### src/rtl/switch_allocator.sv
// Per-output round-robin switch allocator with packet-level locking (SA stage).
// Grants are combinational; the crossbar select/valid for the ST stage are registered.
module switch_allocator #(
    parameter  int INPUT_NUM  = 5,
    parameter  int OUTPUT_NUM = 5,
    localparam int SEL_SIZE   = (INPUT_NUM  > 1) ? $clog2(INPUT_NUM)  : 1,
    localparam int PORT_SIZE  = (OUTPUT_NUM > 1) ? $clog2(OUTPUT_NUM) : 1
) (
    input  logic                                  clk,
    input  logic                                  rst,
    input  logic [INPUT_NUM-1:0]                  request_i,
    input  logic [INPUT_NUM-1:0][PORT_SIZE-1:0]   out_port_i,
    input  logic [INPUT_NUM-1:0]                  tail_i,
    input  logic [OUTPUT_NUM-1:0]                 ready_i,
    output logic [INPUT_NUM-1:0]                  grant_o,
    output logic [OUTPUT_NUM-1:0][SEL_SIZE-1:0]   sel_o,
    output logic [OUTPUT_NUM-1:0]                 valid_o
);

    typedef enum logic {IDLE, LOCKED} state_t;

    state_t                                r_state [OUTPUT_NUM];
    logic   [OUTPUT_NUM-1:0][SEL_SIZE-1:0] r_ptr;
    logic   [OUTPUT_NUM-1:0][SEL_SIZE-1:0] r_owner;
    logic   [OUTPUT_NUM-1:0][SEL_SIZE-1:0] r_sel;
    logic   [OUTPUT_NUM-1:0]               r_valid;

    state_t                                w_state_nxt [OUTPUT_NUM];
    logic   [OUTPUT_NUM-1:0][SEL_SIZE-1:0] w_ptr_nxt;
    logic   [OUTPUT_NUM-1:0][SEL_SIZE-1:0] w_owner_nxt;
    logic   [OUTPUT_NUM-1:0][INPUT_NUM-1:0] w_cand;
    logic   [OUTPUT_NUM-1:0][SEL_SIZE:0]   w_pick;
    logic   [OUTPUT_NUM-1:0]               w_gnt;
    logic   [OUTPUT_NUM-1:0][SEL_SIZE-1:0] w_win;

    function automatic logic [SEL_SIZE-1:0] wrap_inc(input logic [SEL_SIZE-1:0] idx);
        return (idx == SEL_SIZE'(INPUT_NUM-1)) ? '0 : idx + 1'b1;
    endfunction

    // Returns {found, winner}: first set bit at or after ptr, wrapping at INPUT_NUM-1.
    function automatic logic [SEL_SIZE:0] rr_pick(input logic [INPUT_NUM-1:0] cand,
                                                  input logic [SEL_SIZE-1:0]  ptr);
        logic [SEL_SIZE-1:0] idx;
        logic [SEL_SIZE-1:0] win;
        logic                found;
        idx   = ptr;
        win   = '0;
        found = 1'b0;
        for (int k = 0; k < INPUT_NUM; k++) begin
            if (!found && cand[idx]) begin
                found = 1'b1;
                win   = idx;
            end
            idx = wrap_inc(idx);
        end
        return {found, win};
    endfunction

    always_comb begin
        w_cand = '0;
        w_pick = '0;
        for (int j = 0; j < OUTPUT_NUM; j++) begin
            for (int i = 0; i < INPUT_NUM; i++)
                w_cand[j][i] = request_i[i] && (out_port_i[i] == PORT_SIZE'(j));
            w_pick[j] = rr_pick(w_cand[j], r_ptr[j]);
        end
    end

    always_comb begin
        w_gnt       = '0;
        w_win       = '0;
        w_ptr_nxt   = r_ptr;
        w_owner_nxt = r_owner;
        for (int j = 0; j < OUTPUT_NUM; j++) begin
            w_state_nxt[j] = r_state[j];
            if (ready_i[j]) begin
                if (r_state[j] == LOCKED) begin
                    if (w_cand[j][r_owner[j]]) begin
                        w_gnt[j] = 1'b1;
                        w_win[j] = r_owner[j];
                        if (tail_i[r_owner[j]]) begin
                            w_state_nxt[j] = IDLE;
                            w_ptr_nxt[j]   = wrap_inc(r_owner[j]);
                        end
                    end
                end else if (w_pick[j][SEL_SIZE]) begin
                    w_gnt[j]     = 1'b1;
                    w_win[j]     = w_pick[j][SEL_SIZE-1:0];
                    w_ptr_nxt[j] = wrap_inc(w_pick[j][SEL_SIZE-1:0]);
                    if (!tail_i[w_pick[j][SEL_SIZE-1:0]]) begin
                        w_state_nxt[j] = LOCKED;
                        w_owner_nxt[j] = w_pick[j][SEL_SIZE-1:0];
                    end
                end
            end
        end
    end

    // Inputs target one output each, so OR-ing per-output grants never collides.
    always_comb begin
        grant_o = '0;
        if (rst) begin
            for (int j = 0; j < OUTPUT_NUM; j++)
                if (w_gnt[j]) grant_o[w_win[j]] = 1'b1;
        end
    end

    always_ff @(posedge clk or negedge rst) begin
        if (!rst) begin
            for (int j = 0; j < OUTPUT_NUM; j++) r_state[j] <= IDLE;
            r_ptr   <= '0;
            r_owner <= '0;
            r_sel   <= '0;
            r_valid <= '0;
        end else begin
            for (int j = 0; j < OUTPUT_NUM; j++) begin
                r_state[j] <= w_state_nxt[j];
                if (w_gnt[j]) r_sel[j] <= w_win[j];
            end
            r_ptr   <= w_ptr_nxt;
            r_owner <= w_owner_nxt;
            r_valid <= w_gnt;
        end
    end

    assign sel_o   = r_sel;
    assign valid_o = r_valid;

endmodule

### config.mk
export PLATFORM = sky130hd
export DESIGN_NAME = switch_allocator
export DESIGN_NICKNAME = d
export VERILOG_FILES = /design/src/rtl/switch_allocator.sv
export SDC_FILE = /design/constraint.sdc
export NUM_CORES = 1
export LEC_CHECK = 0
export ABC_AREA = 1
export ABC_CLOCK_PERIOD_IN_PS = 4250
export BUFFER_PORTS_ARGS = -buffer_cell sky130_fd_sc_hd__buf_2
export CAP_MARGIN = 20
export CORE_MARGIN = 5
export CORE_UTILIZATION = 49
export CTS_BUF_LIST = sky130_fd_sc_hd__clkbuf_2 sky130_fd_sc_hd__clkbuf_4 sky130_fd_sc_hd__clkbuf_8
export DETAILED_ROUTE_END_ITERATION = 7
export MAX_ROUTING_LAYER = met4
export PLACE_DENSITY_LB_ADDON = 0.2
export SLEW_MARGIN = 20
export SYNTH_ARGS = -nofsm -noshare
export SYNTH_HDL_FRONTEND = slang
export SYNTH_SLANG_ARGS = --single-unit
### constraint.sdc
create_clock -name clk -period 4.25 [get_ports clk]
set_clock_uncertainty 0.05 [all_clocks]
set_input_delay 0.6375 -clock clk [delete_from_list [all_inputs] [get_ports clk]]
set_output_delay 0.6375 -clock clk [all_outputs]
set_load 0.01 [all_outputs]
# Word-level counts from Yosys, hierarchy flattened
# Index checks and enable logic that the tools add are counted.
# op_classes
n_eq_ne,60
bitwise_logic,14
add_sub_neg,30
mux,265
reduce_logical,90
n_lt_le_gt_ge,45
# op_table
operator,count
$mux 3,95
$lt 3x4->1 const B,40
$bmux 1 s3,40
$mux 1,115
$eq 3x3->1 const B,35
$add 3x1->3 const B,30
$logic_and 1x1->1,50
$mux 5,10
$reduce_and 4->1,10
$eq 3x2->1 const B,10
$logic_not 1->1,20
$ne 2x1->1 const B,10
$or 5x5->5,4
$demux 1 s3,5
$eq 3x1->1 const B,5
$ge 3x1->1 const B,5
$logic_not 3->1,5
$not 1->1,10
$reduce_bool 2->1,5
# totals
elab_cells,525
output_inout_bits,25
in_bits,32
regBits,55

# Longest topological paths before layout
# depth
depth_word,38
mapped_depth,28
ltp_nobuf,28

# Least setup slack after synthesis
# Ideal clock, no wire load.
# synth_path
path_kind,flip-flop to output port
start,reg r_ptr[9] in the netlist's numbering
end,out grant_o[3]
path_stages_with_launch,27
required_ps,3562
slack_ps,263
arrival_ps,3299
path_buffers,0
path_cell_list,dfrtp_1 -> inv_2 -> ha_1 -> a21oi_4 -> inv_2 -> ha_1 -> nand2_1 -> nand2_2 -> ha_1 -> or2_2 -> nand3_1 -> nand2_2 -> o21ai_2 -> inv_1 -> nand2_1 -> nand2_1 -> nor2_2 -> inv_1 -> nand3_2 -> nand2_1 -> inv_1 -> nand2_1 -> inv_1 -> nand2_1 -> nand3_1 -> nor2_1 -> nor2_1
# synth_via
elab_chain_len,28
elab_cells_between_ends,57
cone_classes,add/sub: 4; order compare: 2; eq/ne: 4; mux: 36; bitwise: 2; reduce/logical: 9
# synth_rtl
element,line_no,text
"start, declared",23,logic [OUTPUT_NUM-1:0][SEL_SIZE-1:0] r_ptr;
"start signal, assigned",120,r_ptr <= w_ptr_nxt;
branches (longest 23 deep; another with $add 3x1->3),n/a,
$mux 5 *,104,if (w_gnt[j]) grant_o[w_win[j]] = 1'b1;
$mux 5 *,102,if (rst) begin
$or 5x5->5 (no line),n/a,
$mux 5 *,104,
$mux 5 *,102,
"end, declared",15,"output logic [INPUT_NUM-1:0] grant_o,"
# Every way passes the cells marked *. The select of a mux whose other input is x is not followed.

# Worst setup path after layout
# layout_path
start,reg r_ptr[7] in the netlist's numbering
end,out grant_o[0]
# layout_via
elab_chain_len,31
elab_cells_between_ends,60
cone_classes,add/sub: 4; order compare: 2; eq/ne: 4; mux: 38; bitwise: 3; reduce/logical: 9
# layout_rtl
element,line_no
branches (longest 23 deep; another with $add 3x1->3),n/a
$mux 5 *,104
$mux 5 *,102
$or 5x5->5 (no line),n/a
$mux 5 *,104
$mux 5 *,102
$or 5x5->5 (no line),n/a
$mux 5 *,104
$mux 5 *,102
# Marked as above.

==> results.toml <==
[sta]
min_period_ns = 4.11
fmax_mhz = 243
drv_slew = 0
hold_violations = 0
period_share = 0.968
tightest_slew_ns = 0.755
relSlewSlack = 0.497
setup_violations = 0
rsz0062_at_grt = "true"

[routing]
via_per_inst = 5.40
vias = 9288
wire_per_inst_um = 14.7
drt_iter0_drc = 731
drc_errors = 0
drt_pass1_iterations = 5
drtAntennaViolNets = 0
totalWireLength_um = 25300

[cts]
numClockSinks = 55
cts_tree = "done"
numCtsBuffers = 5
root_buffer = "clkbuf_8"
clkTransAtPathRegs_ns = 0.11
clockBufferDepth = 2
cts-htree-levels = 2
clk_latency_ns = 0.32

[hold_path]
hp-class = "reg2reg"
whs_path_depth = 2

[die]
core_um2 = 16400
ios = 57
die_y_um = 139
dieArea_um2 = 19200
start_util = 0.493
die_x_um = 139
rows = 47

[setup_path]
crit_top_cell = "nand2_1"
crit_fanout = 4
start_kind = "flop"
cp_data_arrival_time_ns = 3.43
crit_path_end_kind = "primary output"
critPathMaxStageDelay_ns = 0.35
crit_slowest_cell = "dfrtp_1"
cp.required_ns = 3.56
path_class = "reg2out"
reg2reg_depth = 25

[layout]
area_growth_pct = 24.3
fillers = 1580
multi_input_area_um2 = 6480
drive_above_1_share = 0.282
regArea_um2 = 1380
antennaDiodeCount = 0
nets = 1588
final_cell_mix = "328 x nand2_1, 208 x nand3_1, 171 x inv_1"
fin_util = 0.613
final_common_cell = "nand2_1"

[grt]
grt_pass1_vias = 8133
grt_pass1_wl_um = 39500
grt-ovfl-total = 0
antenna_found_initial = 0
grt_max_degree = 56
track_usage = 0.250

[logic_synthesis]
syn_area_um2 = 8090
ys_types = 50
synth_edf_count = 0
yosysSeqAreaShare = 0.170
syn-num-nets = 1450
synthFlopType = "dfrtp_1"
ys_ff_latch = 55
syn_avg_cell_area_um2 = 5.94
yosysWarnings = 0
async_reset_ff_frac = 1.00
syn_inst = 1363

[outcome]
status = "completed"

[placement]
place.gp.congestion = 0.958
numPortBuffers = 56
dp_hpwl_um = 19300

[run]
maxCapViolations = 0
## area by class of cell
| cell class | instances | area share |
|---|---|---|
| Clock inverter | 1 | 0.00298 |
| Tap cell | 220 | 0.0274 |
| Clock buffer | 6 | 0.00759 |
| Timing Repair Buffer | 139 | 0.0931 |
| Inverter | 231 | 0.0880 |
| Multi-Input combinational cell | 1069 | 0.644 |
| Sequential cell | 55 | 0.137 |
## flip-flops by register name, summed over array words and instances (netlist names)
name     count
r_owner     15
sel_o       15
r_ptr       15
valid_o      5
r_state      5
## metrics by stage
stage | instances | hold WS, ns | area, um^2 | setup slack, ns | TNS, ns
3_3_place_gp | 1659 | 0.409 | 8820 | 0.232 | 0
5_1_grt | 1721 | 0.469 | 10100 | -0.0939 | -0.318
3_5_place_dp | 1659 | 0.412 | 8820 | 0.135 | 0
2_1_floorplan | 1363 | 0.292 | 8090 | 0.263 | 0
4_1_cts | 1674 | 0.436 | 9120 | 0.00270 | 0
6_report | 1721 | 0.434 | 10100 | 0.137 | 0
## cell usage after synthesis (2+ instances only)
cell / instances / area, um^2
nand3_1: 235 / 1180
nand2_2: 59 / 369
o21ai_0: 43 / 215
o311ai_0: 5 / 43.8
nor2_1: 104 / 390
inv_4: 3 / 18.8
buf_2: 5 / 25.0
o22ai_1: 2 / 12.5
nor2_2: 13 / 81.3
o31ai_1: 4 / 30.0
nand4_1: 21 / 131
o211ai_1: 6 / 45.0
a2bb2oi_1: 2 / 17.5
a31oi_1: 6 / 37.5
nand2_4: 10 / 113
xnor2_1: 4 / 35.0
o31ai_2: 2 / 25.0
dfrtp_1: 55 / 1380
o21ai_2: 3 / 26.3
clkbuf_1: 3 / 11.3
clkinv_1: 3 / 11.3
or2_2: 4 / 25.0
nand3_2: 17 / 170
xor2_1: 7 / 61.3
inv_2: 28 / 105
inv_1: 197 / 739
a211oi_1: 5 / 37.5
ha_1: 55 / 688
a21oi_2: 3 / 26.3
nand4_2: 2 / 25.0
nor3_1: 8 / 40.0
a22oi_1: 5 / 37.5
nand2_1: 365 / 1370
a21oi_1: 36 / 180
nand3b_1: 13 / 97.6
a21oi_4: 2 / 32.5
o21ai_1: 6 / 30.0
nor2_4: 10 / 113
## path summary, 6_finish.rpt
kind	startpoint	endpoint	slack, ns
min reg2reg	sel_o[9]$_DFFE_PN0P_	sel_o[9]$_DFFE_PN0P_	0.43
min in group asynchronous	rst	r_ptr[14]$_DFFE_PN0P_	0.46
min	sel_o[9]$_DFFE_PN0P_	sel_o[9]$_DFFE_PN0P_	0.43
max in group asynchronous	rst	sel_o[2]$_DFFE_PN0N_	3.19
max	r_ptr[7]$_DFFE_PN0P_	grant_o[0]	0.14
max reg2reg	r_ptr[10]$_DFFE_PN0P_	r_ptr[11]$_DFFE_PN0P_	0.87
## what timing repair did
item / CTS / global route
setup buffers: 8 / 47
hold buffers: 0 / 0
gates resized for setup: 31 / 148
endpoints found under the setup margin: 5 / 5
pin swaps: 15 / 67
## critical path, delay by kind of cell, from the launching register on
| kind | cells | cell delay, ns |
|---|---|---|
| AND/OR/NAND/NOR | 17 | 1.63 |
| adder cells (fa/ha/maj) | 3 | 0.62 |
| flip-flops | 1 | 0.35 |
| buffers and inverters | 4 | 0.31 |
| AO/OA/AOI/OAI | 1 | 0.17 |
## logic make-up after synthesis
family                   count (synthesis)  synth area share
AND/OR/NAND/NOR                        868             0.517
XOR/XNOR                                11            0.0119
adder cells (fa/ha/maj)                 55            0.0850
AO/OA/AOI/OAI                          135             0.104
buffers and inverters                  239             0.113
flip-flops                              55             0.170
## routing by layer
layer	vias to the layer above	wire length (um)	GRT usage	part of all wire
met4	0	481	0.0598	0.019
met3	32	1180	0.0204	0.047
met1	4286	11600	0.339	0.46
met5	-	0	-	0
li1	4703	-	-	-
met2	267	12100	0.407	0.48
Power is left out: the tool's default activity adds up to more than one toggle a clock period on the data nets, which glitch-free logic cannot reach.
